===== src/rtl/axi_write_burst_arbiter_if.sv =====
// One AXI write channel bundle (AW, W, B). The arbiter sees each requester
// through the slave modport and drives the shared downstream port through the master modport.
interface axi_write_burst_arbiter_if #(
  parameter int AW = 32,
  parameter int DW = 64
);
  logic [AW-1:0]   awaddr;
  logic [7:0]      awlen;
  logic [2:0]      awsize;
  logic [1:0]      awburst;
  logic            awvalid;
  logic            awready;
  logic [DW-1:0]   wdata;
  logic [DW/8-1:0] wstrb;
  logic            wlast;
  logic            wvalid;
  logic            wready;
  logic [1:0]      bresp;
  logic            bvalid;
  logic            bready;

  modport master (
    output awaddr, awlen, awsize, awburst, awvalid,
    input  awready,
    output wdata, wstrb, wlast, wvalid,
    input  wready,
    input  bresp, bvalid,
    output bready
  );

  // Requesters never supply wlast; the arbiter builds it from the latched length.
  modport slave (
    input  awaddr, awlen, awsize, awburst, awvalid,
    output awready,
    input  wdata, wstrb, wvalid,
    output wready,
    output bresp, bvalid,
    input  bready
  );
endinterface


===== src/rtl/axi_write_burst_arbiter.sv =====
// Two-requester AXI write arbiter granting one whole burst (AW, W, B) at a time.
// Define WR_ARB_FIXED_PRIO_EN for fixed r0-first priority; default is round-robin.
module axi_write_burst_arbiter #(
  parameter int AW = 32,
  parameter int DW = 64
) (
  input  logic                        clk,
  input  logic                        resetn,
  axi_write_burst_arbiter_if.slave    r0,
  axi_write_burst_arbiter_if.slave    r1,
  axi_write_burst_arbiter_if.master   m_axi,
  output logic [1:0]                  grant
);

  localparam int SW = DW / 8;

  typedef enum logic [1:0] {IDLE, ADDR, DATA, RESP} state_e;

  state_e      state_q, state_d;
  logic [1:0]  grant_q, grant_d;
  logic [7:0]  len_q, len_d;
  logic [7:0]  beat_q, beat_d;

  logic          sel1;
  logic          pick1;
  logic          wlastNow;
  logic [AW-1:0] awaddrMux;
  logic [7:0]    awlenMux;
  logic [2:0]    awsizeMux;
  logic [1:0]    awburstMux;
  logic          awvalidMux;
  logic [DW-1:0] wdataMux;
  logic [SW-1:0] wstrbMux;
  logic          wvalidMux;
  logic          breadyMux;

`ifdef WR_ARB_FIXED_PRIO_EN
  assign pick1 = r1.awvalid & ~r0.awvalid;
`else
  logic prio_q, prio_d;
  // prio_q set means r1 is preferred on a simultaneous request.
  assign pick1 = r1.awvalid & (~r0.awvalid | prio_q);
`endif

  assign sel1     = grant_q[1];
  assign wlastNow = (beat_q == len_q);
  assign grant    = grant_q;

  assign awaddrMux  = sel1 ? r1.awaddr  : r0.awaddr;
  assign awlenMux   = sel1 ? r1.awlen   : r0.awlen;
  assign awsizeMux  = sel1 ? r1.awsize  : r0.awsize;
  assign awburstMux = sel1 ? r1.awburst : r0.awburst;
  assign awvalidMux = sel1 ? r1.awvalid : r0.awvalid;
  assign wdataMux   = sel1 ? r1.wdata   : r0.wdata;
  assign wstrbMux   = sel1 ? r1.wstrb   : r0.wstrb;
  assign wvalidMux  = sel1 ? r1.wvalid  : r0.wvalid;
  assign breadyMux  = sel1 ? r1.bready  : r0.bready;

  always_ff @(posedge clk or negedge resetn) begin
    if (!resetn) begin
      state_q <= IDLE;
      grant_q <= 2'b00;
      len_q   <= 8'd0;
      beat_q  <= 8'd0;
`ifndef WR_ARB_FIXED_PRIO_EN
      prio_q  <= 1'b0;
`endif
    end else begin
      state_q <= state_d;
      grant_q <= grant_d;
      len_q   <= len_d;
      beat_q  <= beat_d;
`ifndef WR_ARB_FIXED_PRIO_EN
      prio_q  <= prio_d;
`endif
    end
  end

  // Every channel is a pure pass-through while its phase is active and forced to zero otherwise.
  always_comb begin
    state_d = state_q;
    grant_d = grant_q;
    len_d   = len_q;
    beat_d  = beat_q;
`ifndef WR_ARB_FIXED_PRIO_EN
    prio_d  = prio_q;
`endif

    m_axi.awaddr  = '0;
    m_axi.awlen   = 8'd0;
    m_axi.awsize  = 3'd0;
    m_axi.awburst = 2'd0;
    m_axi.awvalid = 1'b0;
    m_axi.wdata   = '0;
    m_axi.wstrb   = '0;
    m_axi.wlast   = 1'b0;
    m_axi.wvalid  = 1'b0;
    m_axi.bready  = 1'b0;

    r0.awready = 1'b0;
    r1.awready = 1'b0;
    r0.wready  = 1'b0;
    r1.wready  = 1'b0;
    r0.bresp   = 2'b00;
    r1.bresp   = 2'b00;
    r0.bvalid  = 1'b0;
    r1.bvalid  = 1'b0;

    case (state_q)
      IDLE: begin
        if (r0.awvalid | r1.awvalid) begin
          grant_d = pick1 ? 2'b10 : 2'b01;
          len_d   = pick1 ? r1.awlen : r0.awlen;
          beat_d  = 8'd0;
          state_d = ADDR;
        end
      end

      ADDR: begin
        m_axi.awaddr  = awaddrMux;
        m_axi.awlen   = awlenMux;
        m_axi.awsize  = awsizeMux;
        m_axi.awburst = awburstMux;
        m_axi.awvalid = awvalidMux;
        r0.awready    = ~sel1 & m_axi.awready;
        r1.awready    =  sel1 & m_axi.awready;
        if (awvalidMux & m_axi.awready) begin
          state_d = DATA;
        end
      end

      DATA: begin
        m_axi.wdata  = wdataMux;
        m_axi.wstrb  = wstrbMux;
        m_axi.wvalid = wvalidMux;
        m_axi.wlast  = wlastNow;
        r0.wready    = ~sel1 & m_axi.wready;
        r1.wready    =  sel1 & m_axi.wready;
        // The final beat leaves beat_q at len_q, so a 256-beat burst never wraps.
        if (wvalidMux & m_axi.wready) begin
          if (wlastNow) begin
            state_d = RESP;
          end else begin
            beat_d = beat_q + 8'd1;
          end
        end
      end

      RESP: begin
        m_axi.bready = breadyMux;
        r0.bresp     = sel1 ? 2'b00 : m_axi.bresp;
        r1.bresp     = sel1 ? m_axi.bresp : 2'b00;
        r0.bvalid    = ~sel1 & m_axi.bvalid;
        r1.bvalid    =  sel1 & m_axi.bvalid;
        if (m_axi.bvalid & breadyMux) begin
          grant_d = 2'b00;
          state_d = IDLE;
`ifndef WR_ARB_FIXED_PRIO_EN
          prio_d  = ~sel1;
`endif
        end
      end

      default: begin
        state_d = IDLE;
        grant_d = 2'b00;
      end
    endcase
  end

endmodule


===== src/flat_wrapper.sv =====
// flat-port wrapper written by rule: the top's interface ports become plain ports
module axi_write_burst_arbiter_flat 
#(
  parameter int AW = 32,
  parameter int DW = 64
)
  (clk, resetn, grant, r0_awaddr, r0_awlen, r0_awsize, r0_awburst, r0_awvalid, r0_awready, r0_wdata, r0_wstrb, r0_wvalid, r0_wready, r0_bresp, r0_bvalid, r0_bready, r1_awaddr, r1_awlen, r1_awsize, r1_awburst, r1_awvalid, r1_awready, r1_wdata, r1_wstrb, r1_wvalid, r1_wready, r1_bresp, r1_bvalid, r1_bready, m_axi_awaddr, m_axi_awlen, m_axi_awsize, m_axi_awburst, m_axi_awvalid, m_axi_awready, m_axi_wdata, m_axi_wstrb, m_axi_wlast, m_axi_wvalid, m_axi_wready, m_axi_bresp, m_axi_bvalid, m_axi_bready);
  axi_write_burst_arbiter_if #(.AW(AW), .DW(DW)) r0_i ();
  axi_write_burst_arbiter_if #(.AW(AW), .DW(DW)) r1_i ();
  axi_write_burst_arbiter_if #(.AW(AW), .DW(DW)) m_axi_i ();
  input  logic clk;
  input  logic resetn;
  output logic [1:0] grant;
  input wire logic [$bits(r0_i.awaddr)-1:0] r0_awaddr;
  input wire logic [$bits(r0_i.awlen)-1:0] r0_awlen;
  input wire logic [$bits(r0_i.awsize)-1:0] r0_awsize;
  input wire logic [$bits(r0_i.awburst)-1:0] r0_awburst;
  input wire logic [$bits(r0_i.awvalid)-1:0] r0_awvalid;
  output wire logic [$bits(r0_i.awready)-1:0] r0_awready;
  input wire logic [$bits(r0_i.wdata)-1:0] r0_wdata;
  input wire logic [$bits(r0_i.wstrb)-1:0] r0_wstrb;
  input wire logic [$bits(r0_i.wvalid)-1:0] r0_wvalid;
  output wire logic [$bits(r0_i.wready)-1:0] r0_wready;
  output wire logic [$bits(r0_i.bresp)-1:0] r0_bresp;
  output wire logic [$bits(r0_i.bvalid)-1:0] r0_bvalid;
  input wire logic [$bits(r0_i.bready)-1:0] r0_bready;
  input wire logic [$bits(r1_i.awaddr)-1:0] r1_awaddr;
  input wire logic [$bits(r1_i.awlen)-1:0] r1_awlen;
  input wire logic [$bits(r1_i.awsize)-1:0] r1_awsize;
  input wire logic [$bits(r1_i.awburst)-1:0] r1_awburst;
  input wire logic [$bits(r1_i.awvalid)-1:0] r1_awvalid;
  output wire logic [$bits(r1_i.awready)-1:0] r1_awready;
  input wire logic [$bits(r1_i.wdata)-1:0] r1_wdata;
  input wire logic [$bits(r1_i.wstrb)-1:0] r1_wstrb;
  input wire logic [$bits(r1_i.wvalid)-1:0] r1_wvalid;
  output wire logic [$bits(r1_i.wready)-1:0] r1_wready;
  output wire logic [$bits(r1_i.bresp)-1:0] r1_bresp;
  output wire logic [$bits(r1_i.bvalid)-1:0] r1_bvalid;
  input wire logic [$bits(r1_i.bready)-1:0] r1_bready;
  output wire logic [$bits(m_axi_i.awaddr)-1:0] m_axi_awaddr;
  output wire logic [$bits(m_axi_i.awlen)-1:0] m_axi_awlen;
  output wire logic [$bits(m_axi_i.awsize)-1:0] m_axi_awsize;
  output wire logic [$bits(m_axi_i.awburst)-1:0] m_axi_awburst;
  output wire logic [$bits(m_axi_i.awvalid)-1:0] m_axi_awvalid;
  input wire logic [$bits(m_axi_i.awready)-1:0] m_axi_awready;
  output wire logic [$bits(m_axi_i.wdata)-1:0] m_axi_wdata;
  output wire logic [$bits(m_axi_i.wstrb)-1:0] m_axi_wstrb;
  output wire logic [$bits(m_axi_i.wlast)-1:0] m_axi_wlast;
  output wire logic [$bits(m_axi_i.wvalid)-1:0] m_axi_wvalid;
  input wire logic [$bits(m_axi_i.wready)-1:0] m_axi_wready;
  input wire logic [$bits(m_axi_i.bresp)-1:0] m_axi_bresp;
  input wire logic [$bits(m_axi_i.bvalid)-1:0] m_axi_bvalid;
  output wire logic [$bits(m_axi_i.bready)-1:0] m_axi_bready;
  assign r0_i.awaddr = r0_awaddr;
  assign r0_i.awlen = r0_awlen;
  assign r0_i.awsize = r0_awsize;
  assign r0_i.awburst = r0_awburst;
  assign r0_i.awvalid = r0_awvalid;
  assign r0_awready = r0_i.awready;
  assign r0_i.wdata = r0_wdata;
  assign r0_i.wstrb = r0_wstrb;
  assign r0_i.wvalid = r0_wvalid;
  assign r0_wready = r0_i.wready;
  assign r0_bresp = r0_i.bresp;
  assign r0_bvalid = r0_i.bvalid;
  assign r0_i.bready = r0_bready;
  assign r1_i.awaddr = r1_awaddr;
  assign r1_i.awlen = r1_awlen;
  assign r1_i.awsize = r1_awsize;
  assign r1_i.awburst = r1_awburst;
  assign r1_i.awvalid = r1_awvalid;
  assign r1_awready = r1_i.awready;
  assign r1_i.wdata = r1_wdata;
  assign r1_i.wstrb = r1_wstrb;
  assign r1_i.wvalid = r1_wvalid;
  assign r1_wready = r1_i.wready;
  assign r1_bresp = r1_i.bresp;
  assign r1_bvalid = r1_i.bvalid;
  assign r1_i.bready = r1_bready;
  assign m_axi_awaddr = m_axi_i.awaddr;
  assign m_axi_awlen = m_axi_i.awlen;
  assign m_axi_awsize = m_axi_i.awsize;
  assign m_axi_awburst = m_axi_i.awburst;
  assign m_axi_awvalid = m_axi_i.awvalid;
  assign m_axi_i.awready = m_axi_awready;
  assign m_axi_wdata = m_axi_i.wdata;
  assign m_axi_wstrb = m_axi_i.wstrb;
  assign m_axi_wlast = m_axi_i.wlast;
  assign m_axi_wvalid = m_axi_i.wvalid;
  assign m_axi_i.wready = m_axi_wready;
  assign m_axi_i.bresp = m_axi_bresp;
  assign m_axi_i.bvalid = m_axi_bvalid;
  assign m_axi_bready = m_axi_i.bready;
  axi_write_burst_arbiter #(.AW(AW), .DW(DW)) u_core (.clk(clk), .resetn(resetn), .r0(r0_i), .r1(r1_i), .m_axi(m_axi_i), .grant(grant));
endmodule

===== config.mk =====
export PLATFORM = sky130hd
export DESIGN_NAME = axi_write_burst_arbiter_flat
export DESIGN_NICKNAME = d
export VERILOG_FILES = /design/src/rtl/axi_write_burst_arbiter_if.sv /design/src/rtl/axi_write_burst_arbiter.sv /design/src/flat_wrapper.sv
export SDC_FILE = /design/constraint.sdc
export NUM_CORES = 1
export LEC_CHECK = 0
export ABC_AREA = 1
export CORE_AREA = 2 2 148 150
export DETAILED_ROUTE_END_ITERATION = 10
export DIE_AREA = 0 0 150 152
export SLEW_MARGIN = 20
export SYNTH_ARGS = -nofsm -noshare
export SYNTH_HDL_FRONTEND = slang
export SYNTH_SLANG_ARGS = --single-unit

===== constraint.sdc =====
create_clock -name clk -period 2.4 [get_ports clk]
set_input_delay 0.48 -clock clk [delete_from_list [all_inputs] [get_ports clk]]
set_output_delay 0.48 -clock clk [all_outputs]
set_load 0.1 [all_outputs]

==> reports/results.txt, run 1 <==
cell area after synthesis: 3161 um2
Post-Synthesis Net Count: 860
Critical Path End Type: output pin
Hold Vio Cnt, Final: 0
crit-path max cell delay: 0.41 ns
fin worst setup slack: 0.04520 ns
# setup viols final: 0
Max-Cap Viols: 0
Syn Area/Cell: 5.207 um2
Synth top area share: 36.70%
status: finished, final reports clean
die width: 150 um
critical path class: reg2out
Gate power share: 92.5%
Yosys reg bits: 21
Slew HR: 72.24%
placer's final routability congestion estimate: 0.8094
initial DRC count: 259
smallest hold slack: 0.5425 ns
HPWL after DPL: 17060 um
Worst R2R Start: u_core.state_q[0]$_DFFE_PN0P_
Die H: 152 um
Switch Pwr: 8.139 mW
Worst path slowest cell: dfrtp_1
Congestion Overflow GR: 0
total number of vias: 5366
Hold WC Path Type: reg2reg
clock root buffer: clkbuf_16
largest area contributor in the netlist: nand2_1
DRC errors left: 0
H-tree depth: 1
total power: 12.68 mW
share of post-route cells with drive strength above 1: 29.71%
die area: 22800 um2
clock-pin transition on the worst setup and hold timing paths: 0.06 ns
Synth Instances: 607
Tcrit/Tclk final: 98.12%
skew final: 0.003875 ns
Routed WL per cell: 16.46 um
I/O pins: 380
fin crit period: 2.355 ns
Seq/Total Area, Yosys: 16.63%
crit path launch: u_core.state_q[0]$_DFFE_PN0P_
initial antenna violation count: 1
number of buffers added on ports: 379
starting density of the core: 14.80%
Core Region: 21350 um2
CTS max path bufs: 2
first-pass GRT wire length: 30770 um
Worst-Margin Slew: 0.4165 ns
LEAKAGE: 3.702 nW
maximum clock rate: 0.4247 GHz
Setup Buffers After CTS: 0
sequential share of power: 4.6%
critical path launch point type: flop
Synth warnings: 0
largest net degree at the start of global routing: 60
Final TNS setup: 0 ns
CTS Hold Bufs: 0
peak supply drop: 0.0007234 V
unrepaired setup endpoints after global routing: true
dominant cells by area after synthesis: nand2_1 (37%), a21oi_1 (19%), dfrtp_1 (17%), buf_2 (3.2%), nor2_1 (3.0%)
Worst path most repeated cell: buf_12
part of the power in the clock network: 2.8%
antenna-violating nets left: 0
drt total wl: 20520 um
CP Data Required Time: 1.92 ns
Crit path arrival time: 1.87 ns
Worst Path Max Fanout: 41
Total GRT Usage: 17.23%
Area Overhead vs Synth: 207.2%
Clock Sink Count: 21
vias in the first global route: 5404
num rows: 54
dpl ws: 0.2562 ns
TritonCTS clock tree: built
Vias/cell: 4.303
Clock Latency Late Sink: 0.26 ns
CTS Buf Count: 3
cell breakdown of the critical path: inv_1 -> ha_2 -> inv_6 -> buf_12 -> a21oi_1 -> buf_12
Nets: 1220
Hold Crit Start: u_core.state_q[0]$_DFFE_PN0P_
Power Density: 1306 nW/um2
max-slew violations: 0
internal power: 4.543 mW
Net Sw Frac: 64.18%
DRT Pass-1 Iters: 4
Netlist cell types: 33
## cells by family (layout without fill, tap and decap cells)
| kind of cell | after synthesis | after routing | synth area share, % |
|---|---|---|---|
| DFF | 21 | 21 | 16.63 |
| and+or+nand+nor | 366 | 366 | 46.40 |
| AOI/OAI and AO/OA | 141 | 141 | 23.44 |
| adders and majority gates | 6 | 6 | 2.375 |
| xor gates and xnor gates | 6 | 6 | 1.663 |
| other | 0 | 1 | 0 |
| buffers and inverters | 67 | 426 | 9.501 |
## stage by stage
stage          instance area [um2]  std cells  utilization (%)
2_1_floorplan                 4104        607                -
3_3_place_gp                  9568       1242            44.81
3_5_place_dp                  9568       1242            44.81
4_1_cts                       9653       1246            45.21
5_1_grt                       9711       1247            45.48
6_report                      9711       1247            45.48
## routing by layer
metal	share of wire (%)	vias up	track usage (%)	wire [um]
met1	39	2455	19.92	7922
met5	0	-	0	0
met3	9.9	10	5.556	2035
met2	50	242	31.42	10340
met4	1.1	0	2.336	228
li1	-	2659	-	-
## path summary, 6_finish.rpt
kind / cells past startpoint / end / slack [ns]
worst max-delay path: 6 / m_axi_wdata[47] / 0.05
worst min-delay path: 2 / u_core.state_q[0]$_DFFE_PN0P_ / 0.54
worst max register to register: 8 / u_core.beat_q[1]$_DFFE_PN0P_ / 0.56
worst min register to register: 2 / u_core.state_q[0]$_DFFE_PN0P_ / 0.54
max in group asynchronous: 2 / u_core.grant[1]$_DFFE_PN0P_ / 1.57
min in group asynchronous: 2 / u_core.grant[0]$_DFFE_PN0P_ / 0.58
## Yosys cell counts, drive strengths merged
master / count
dfrtp: 21
inv: 24
o22ai: 3
buf: 26
a31oi: 5
ha: 6
clkinv: 1
nand3b: 2
o21ai: 9
nor3b: 2
nor3: 2
clkbuf: 16
a21oi: 123
nand2: 314
o21bai: 1
nand3: 14
or2: 1
nor2: 29
nand4: 2
xnor2: 6
## registers in the layout (all words and copies together) (netlist names)
register / flops
u_core.beat_q: 8
u_core.grant: 2
u_core.state_q: 2
u_core.len_q: 8
u_core.prio_q: 1
## cell usage in the layout (no fill, tap or decap), types with 13 or more instances in the layout
cell             synthesis  routed
nand2_1                309     309
clkdlybuf4s50_1          0     246
buf_12                   0     137
a21oi_4                  1      74
a21oi_1                120      25
a21oi_2                  2      24
dfrtp_1                 21      20
inv_1                   18      18
nor2_1                  25      16
buf_4                    2      13
## power by group through the flow
stage	sequential (mW)	clock [mW]	combinational, mW
2_1_floorplan	0.670	0	7.52
3_3_place_gp	0.592	0	11.7
3_5_place_dp	0.593	0	11.8
4_1_cts	0.587	0.368	11.8
5_1_grt	0.606	0.386	12.2
6_report	0.588	0.358	11.7
## worst max-delay path: cells and delay by family, from the launching register on
kind / cells / cell delay, ns
AO/OA/AOI/OAI: 1 / 0.29
adder cells (fa/ha/maj): 1 / 0.24
buffers and inverters: 4 / 0.64
flip-flops: 1 / 0.41
## area by class of cell
type / count / area (um2)
fillers: 2013 / 11640
repair buffers: 397 / 5314
multi-input cells: 519 / 3328
flip-flops and latches: 21 / 529.3
well taps: 280 / 350.3
inverters: 25 / 106.4
clock buffers: 3 / 75.07
clock inverters: 1 / 5.005
diodes: 1 / 2.502
## timing repair
action	in CTS	in global routing
endpoints found under the setup margin	6	30
gates resized for setup	2	13
gates cloned	0	0
hold endpoints to repair	0	0
(Power assumes the default switching activity.)
==> run 2: changes to the inputs <==
--- a/config.mk
+++ b/config.mk
@@ -6,9 +6,10 @@
 export NUM_CORES = 1
 export LEC_CHECK = 0
 export ABC_AREA = 1
-export CORE_AREA = 2 2 148 150
+export CORE_AREA = 2 2 146 148
 export DETAILED_ROUTE_END_ITERATION = 10
-export DIE_AREA = 0 0 150 152
+export DIE_AREA = 0 0 148 150
+export HOLD_SLACK_MARGIN = 0.12
 export SLEW_MARGIN = 20
 export SYNTH_ARGS = -nofsm -noshare
 export SYNTH_HDL_FRONTEND = slang
==> constraint.sdc (replaced) <==
create_clock -name clk -period 2 [get_ports clk]
set_input_delay 0.4 -clock clk [delete_from_list [all_inputs] [get_ports clk]]
set_output_delay 0.4 -clock clk [all_outputs]
set_load 0.1 [all_outputs]
==> run 2 against run 1 <==
Effect of this change: clock-buffer cell count up 1; clock power grew 19%; cell count grew 4.3%; flip-flop and latch count stayed put; critical endpoint is now m_axi_wstrb[0]; sequential share of layout area down 0.78 points; sequential power up 26%; register-to-register slack worse by 0.52 ns; first-iteration DRC count down 47%; largest power group unchanged; design area rose by 17%; the run now ends with negative setup slack left; die area down 2.6%; combinational power up 45%.
==> reports/results.txt, run 2 (synthesis results as in run 1) <==
Area Overhead vs Synth: 260.1%
DRT Pass-1 Iters: 4 (unchanged)
Die H: 150 um (-1.3%)
smallest hold slack: 0.4916 ns (-0.05090 ns)
number of buffers added on ports: 379 (unchanged)
Worst path slowest cell: dfrtp_4
Vias/cell: 4.423 (+2.8%)
vias in the first global route: 5713 (+5.7%)
met1 usage: 22.24% (+2.3 points)
gr busiest metal: met2
Nets: 1273 (+4.3%)
# setup viols final: 123 (+123)
Clock Latency Late Sink: 0.26 ns (about the same)
Core Region: 20690 um2 (-3.1%)
crit-path max cell delay: 0.59 ns (+0.18 ns)
biggest regs: u_core.beat_q x8, u_core.len_q x8
Routed WL per cell: 19.67 um (+20%)
worst path bufs/invs: 3 (-1)
met3 usage: 5.366% (-0.19 points)
die area: 22200 um2 (-2.6%)
unrepaired setup endpoints after global routing: true
H-tree depth: 1 (unchanged)
Worst setup endpoint: m_axi_wstrb[0]
maximum clock rate: 0.4743 GHz
share of post-route cells with drive strength above 1: 43.28% (+14 points)
cell breakdown of the critical path: clkinv_8 -> buf_16 -> nand2_1 -> a21oi_4 -> buf_12
Critical Path End Type: output pin
starting density of the core: 15.28% (+0.47 points)
GR Util met2: 34.93% (+3.5 points)
Clock Sink Count: 21 (unchanged)
Worst path top cell family by delay: flip-flops
Crit. path cell count: 5 (-1)
DRC errors left: 0 (unchanged)
Sequential Area: 531.8 um2 (+0.47%)
max-slew violations: 0 (unchanged)
fin worst setup slack: -0.1083 ns (-0.1535 ns)
most frequent cells in the layout: clkdlybuf4s50_1 (246), nand2_1 (238), buf_12 (147)
initial antenna violation count: 6 (+5)
peak supply drop: 0.0009030 V (+25%)
worst reg-to-reg setup slack: 0.04 ns (-0.52 ns)
drt total wl: 25580 um (+25%)
Power Density: 1594 nW/um2 (+22%)
Fill cells: 1796 (-11%)
Final Cell Area: 11380 um2 (+17%)
CTS max path bufs: 2 (unchanged)
clock root buffer: clkbuf_16
antenna-violating nets left: 0 (unchanged)
Total GRT Usage: 19.36% (+2.1 points)
Worst R2R Start: u_core.grant[1]$_DFFE_PN0P_
first-pass GRT wire length: 33380 um (+8.5%)
Worst-Margin Slew: 0.3353 ns (-0.08117 ns)
clock-pin transition on the worst setup and hold timing paths: 0.06 ns (about the same)
LEAKAGE: 4.344 nW (+17%)
Tcrit/Tclk final: 105.4%
Hold Vio Cnt, Final: 0 (unchanged)
TritonCTS clock tree: built
fin crit period: 2.108 ns
reg2reg path depth: 11 (+3)
placer's final routability congestion estimate: 0.7708 (-4.8%)
commonest non-fill, non-tap cell in the layout: clkdlybuf4s50_1
crit path launch: u_core.grant[1]$_DFFE_PN0P_
Crit path arrival time: 1.71 ns (-0.16 ns)
HPWL after DPL: 17060 um (about the same)
failing checks: negative setup slack
CTS Buf Count: 3 (unchanged)
Multi-input gate area: 3900 um2 (+17%)
total number of vias: 5750 (+7.2%)
largest net degree at the start of global routing: 61 (+1.7%)
Congestion Overflow GR: 0 (unchanged)
Hold WC Path Type: in2async
Slew HR: 77.41% (+5.2 points)
num rows: 53 (-1.9%)
critical path class: reg2out
skew final: 0.002643 ns (-0.001233 ns)
r2r endpoint: u_core.beat_q[5]$_DFFE_PN0P_
I/O pins: 380 (unchanged)
CP Data Required Time: 1.60 ns (-0.32 ns)
critical path launch point type: flop
DP Area: 9632 um2 (+0.67%)
Max-Cap Viols: 0 (unchanged)
die width: 148 um (-1.3%)
status: finished, violations left
initial DRC count: 136 (-47%)
Worst Path Max Fanout: 28 (-32%)
==> run 2: changes by cell type in the layout (fill, tap and decap cells not counted), moves of 9 or more <==
cell | previous run | this run
buf_4 | 13 | 22
nand2_1 | 309 | 238
buf_16 | 0 | 17
buf_12 | 137 | 147
a21oi_1 | 25 | 2
nand2_4 | 1 | 32
clkbuf_16 | 3 | 12
nand2_2 | 4 | 42
a21oi_4 | 74 | 84
a21oi_2 | 24 | 37
==> run 2: repair_timing <==
action	CTS	global route
hold buffers	0	0
pin swaps	9	34
resized for setup	96	112
gates cloned	12	14
buffers inserted	5	13
setup endpoints to repair	122	130
==> run 2: final cells by class <==
| cell class | instances | share of cell area (%) |
|---|---|---|
| repair buffers | 449 | 56.02 |
| multi-input cells | 519 | 34.27 |
| flip-flops and latches | 21 | 4.672 |
| well taps | 275 | 3.023 |
| inverters | 25 | 1.110 |
| clock buffers | 4 | 0.6926 |
| diodes | 6 | 0.1319 |
| repair inverters | 1 | 0.07696 |
==> run 2: worst min path at each step <==
stage / to / depth (start not counted)
after global placement: u_core.prio_q$_DFFE_PN0P_ / 2
final: u_core.grant[0]$_DFFE_PN0P_ / 2
after floorplan: u_core.beat_q[0]$_DFFE_PN0P_ / 0
after global routing: u_core.grant[0]$_DFFE_PN0P_ / 2
after detailed placement: u_core.prio_q$_DFFE_PN0P_ / 2
after CTS: u_core.grant[0]$_DFFE_PN0P_ / 2
==> run 2: metal layers <==
metal  wire, um  vias up
li1           -     2787
met1       9417     2671
met2      13480      263
met3       1988       29
met4        690        0
met5          0        -
==> run 2: per-stage QoR <==
stage	power [mW]	TNS [ns]	instances	worst slack [ns]	utilization, %
final	18.14	-6.865	1300	-0.1083	55.01
after global placement	14.89	0	1246	0.01931	46.55
after floorplan	9.853	-62.95	607	-1.060	-
after detailed placement	14.94	0	1246	0.03907	46.55
after CTS	16.87	-7.246	1267	-0.1175	50.54
after global routing	18.81	-14.65	1299	-0.1690	55.00
==> run 2: report_power, final <==
group | internal (mW) | switching (mW)
Combinational | 6.38 | 10.6
Sequential | 0.580 | 0.161
Clock | 0.272 | 0.156
==> run 3: changes to the inputs <==
==> constraint.sdc (replaced) <==
create_clock -name clk -period 1.8 [get_ports clk]
set_input_delay 0.36 -clock clk [delete_from_list [all_inputs] [get_ports clk]]
set_output_delay 0.36 -clock clk [all_outputs]
set_load 0.1 [all_outputs]
==> run 3 against run 2 <==
Effect of this change: the flow still finishes with violations (negative setup slack); global-route usage is 0.52 points lower; flip-flop and latch count stayed put; worst setup slack worse by 0.13 ns; combinational power is 12% higher; first-iteration DRC count is 26% higher; die area stayed put; critical path type unchanged; largest power group unchanged.
==> reports/results.txt, run 3 (synthesis results as in run 1) <==
status: finished, violations left
failing checks: negative setup slack
CP Data Required Time: 1.44 ns (-0.16 ns)
Worst R2R Start: u_core.grant[1]$_DFFE_PN0P_
Core Region: 20690 um2 (unchanged)
Sequential Area: 535.5 um2 (+0.71%)
I/O pins: 380 (unchanged)
drt total wl: 22500 um (-12%)
peak supply drop: 0.001169 V (+29%)
Congestion Overflow GR: 0 (unchanged)
Vias/cell: 4.319 (-2.3%)
biggest regs: u_core.beat_q x8, u_core.len_q x8
placer's final routability congestion estimate: 0.8117 (+5.3%)
Worst Path Max Fanout: 8 (-71%)
Area Overhead vs Synth: 263.3%
starting density of the core: 15.28% (unchanged)
Crit path arrival time: 1.67 ns (-0.04 ns)
DRT Pass-1 Iters: 4 (unchanged)
Worst-Margin Slew: 0.3857 ns (+0.05039 ns)
num rows: 53 (unchanged)
CTS max path bufs: 2 (unchanged)
post-layout util: 55.50% (+0.49 points)
r2r endpoint: u_core.beat_q[4]$_DFFE_PN0P_
Fill cells: 1786 (-0.56%)
Power Density: 1764 nW/um2 (+11%)
Nets: 1296 (+1.8%)
total number of vias: 5693 (-0.99%)
Slew HR: 74.21% (-3.2 points)
Hold WC Path Type: in2async
critical path launch point type: flop
fin crit period: 2.034 ns
Tcrit/Tclk final: 113.0%
initial antenna violation count: 1 (-5)
die area: 22200 um2 (unchanged)
max-slew violations: 0 (unchanged)
Die H: 150 um (unchanged)
Clock Sink Count: 21 (unchanged)
antenna-violating nets left: 0 (unchanged)
CTS Buf Count: 3 (unchanged)
clock-pin transition on the worst setup and hold timing paths: 0.06 ns (about the same)
Placed Cells: 1283 (+3.0%)
DRC errors left: 0 (unchanged)
Worst path slowest cell: dfrtp_1
reg2reg path depth: 10 (-1)
HPWL after DPL: 16690 um (-2.2%)
TritonCTS clock tree: built
smallest hold slack: 0.3874 ns (-0.1042 ns)
LEAKAGE: 4.408 nW (+1.5%)
CTS Hold Bufs: 0 (unchanged)
critical path class: reg2out
Multi-input gate area: 3913 um2 (+0.32%)
maximum clock rate: 0.4916 GHz
fin worst setup slack: -0.2344 ns (-0.1261 ns)
Max-Cap Viols: 0 (unchanged)
skew final: 0.0009888 ns (-0.001654 ns)
clock root buffer: clkbuf_16
Clock Latency Late Sink: 0.26 ns (about the same)
# setup viols final: 131 (+6.5%)
most frequent cells in the layout: nand2_1 (262), clkdlybuf4s50_1 (246), buf_12 (150)
total power: 20.25 mW (+12%)
commonest non-fill, non-tap cell in the layout: nand2_1
unrepaired setup endpoints after global routing: true
first-pass GRT wire length: 33200 um (-0.52%)
number of buffers added on ports: 379 (unchanged)
initial DRC count: 172 (+26%)
vias in the first global route: 6060 (+6.1%)
dpl ws: -0.1630 ns (-0.2020 ns)
cell breakdown of the critical path: inv_2 -> ha_4 -> inv_8 -> bufbuf_16 -> a21oi_4 -> buf_12
die width: 148 um (unchanged)
Routed WL per cell: 17.07 um (-13%)
largest net degree at the start of global routing: 28 (-54%)
Total GRT Usage: 18.84% (-0.52 points)
non-filler cells, final: 1318 (+1.4%)
share of post-route cells with drive strength above 1: 43.19% (-0.092 points)
Critical Path End Type: output pin
crit-path max cell delay: 0.43 ns (-0.16 ns)
Hold Vio Cnt, Final: 0 (unchanged)
H-tree depth: 1 (unchanged)
worst reg-to-reg setup slack: 0.06 ns (+0.02 ns)
-- run 3: cell count changes in the layout (fill, tap and decap cells not counted), moves of 4 or more --
cell and change:
nand2_1 +24, buf_4 +14, a21oi_2 -19, nand2_4 -21
diode_2 -5, buf_16 -8, buf_6 +14, clkbuf_16 -5
a21oi_4 +20, buf_8 +4
-- run 3: final cells by class --
cell class,instances,share of cell area [%]
multi-input combinational,519,34.07
timing repair buffer,473,56.42
antenna,1,0.02179
inverter,25,1.133
sequential,21,4.664
clock buffer,4,0.6865
tap,275,2.997
-- run 3: worst max path at each step --
stage | startpoint | to | cells past startpoint
6_report | u_core.state_q[0]$_DFFE_PN0P_ | m_axi_wdata[55] | 6
5_1_grt | u_core.state_q[0]$_DFFE_PN0P_ | m_axi_wdata[55] | 6
2_1_floorplan | u_core.grant[1]$_DFFE_PN0P_ | m_axi_awaddr[19] | 6
3_3_place_gp | r0_awvalid | m_axi_awvalid | 6
4_1_cts | u_core.state_q[0]$_DFFE_PN0P_ | m_axi_wdata[15] | 7
3_5_place_dp | r0_awvalid | m_axi_awvalid | 6
-- run 3: report_power, final --
part	internal (mW)	switching, mW
registers	0.645	0.165
clock network	0.302	0.182
logic	7.32	11.6
-- run 3: what timing repair did --
action / CTS / global route
buffers inserted: 9 / 11
cloned: 8 / 4
pin swaps: 13 / 8
resized for setup: 153 / 58
setup endpoints to repair: 131 / 135
-- run 3: per-layer routing --
layer  wire length [um]  GRT usage, %
met1               8882         22.09
met5                  0             0
met4                223         2.810
met3               1783         5.122
met2              11610         34.91
-- run 3: metrics by stage --
stage               TNS, ns  instance area [um2]
floorplan            -83.61                 4135
global placement    -0.4458                 9988
detailed placement  -0.8215                 9988
CTS                  -20.73                11080
global route         -27.43                11480
finish               -19.92                11480
-- run 3: critical path: cells and delay by family, from the launching register on --
family	cells	cell delay [ns]
AOI/OAI and AO/OA	1	0.15
DFF	1	0.43
adders and majority gates	1	0.16
buffers and inverters	4	0.66
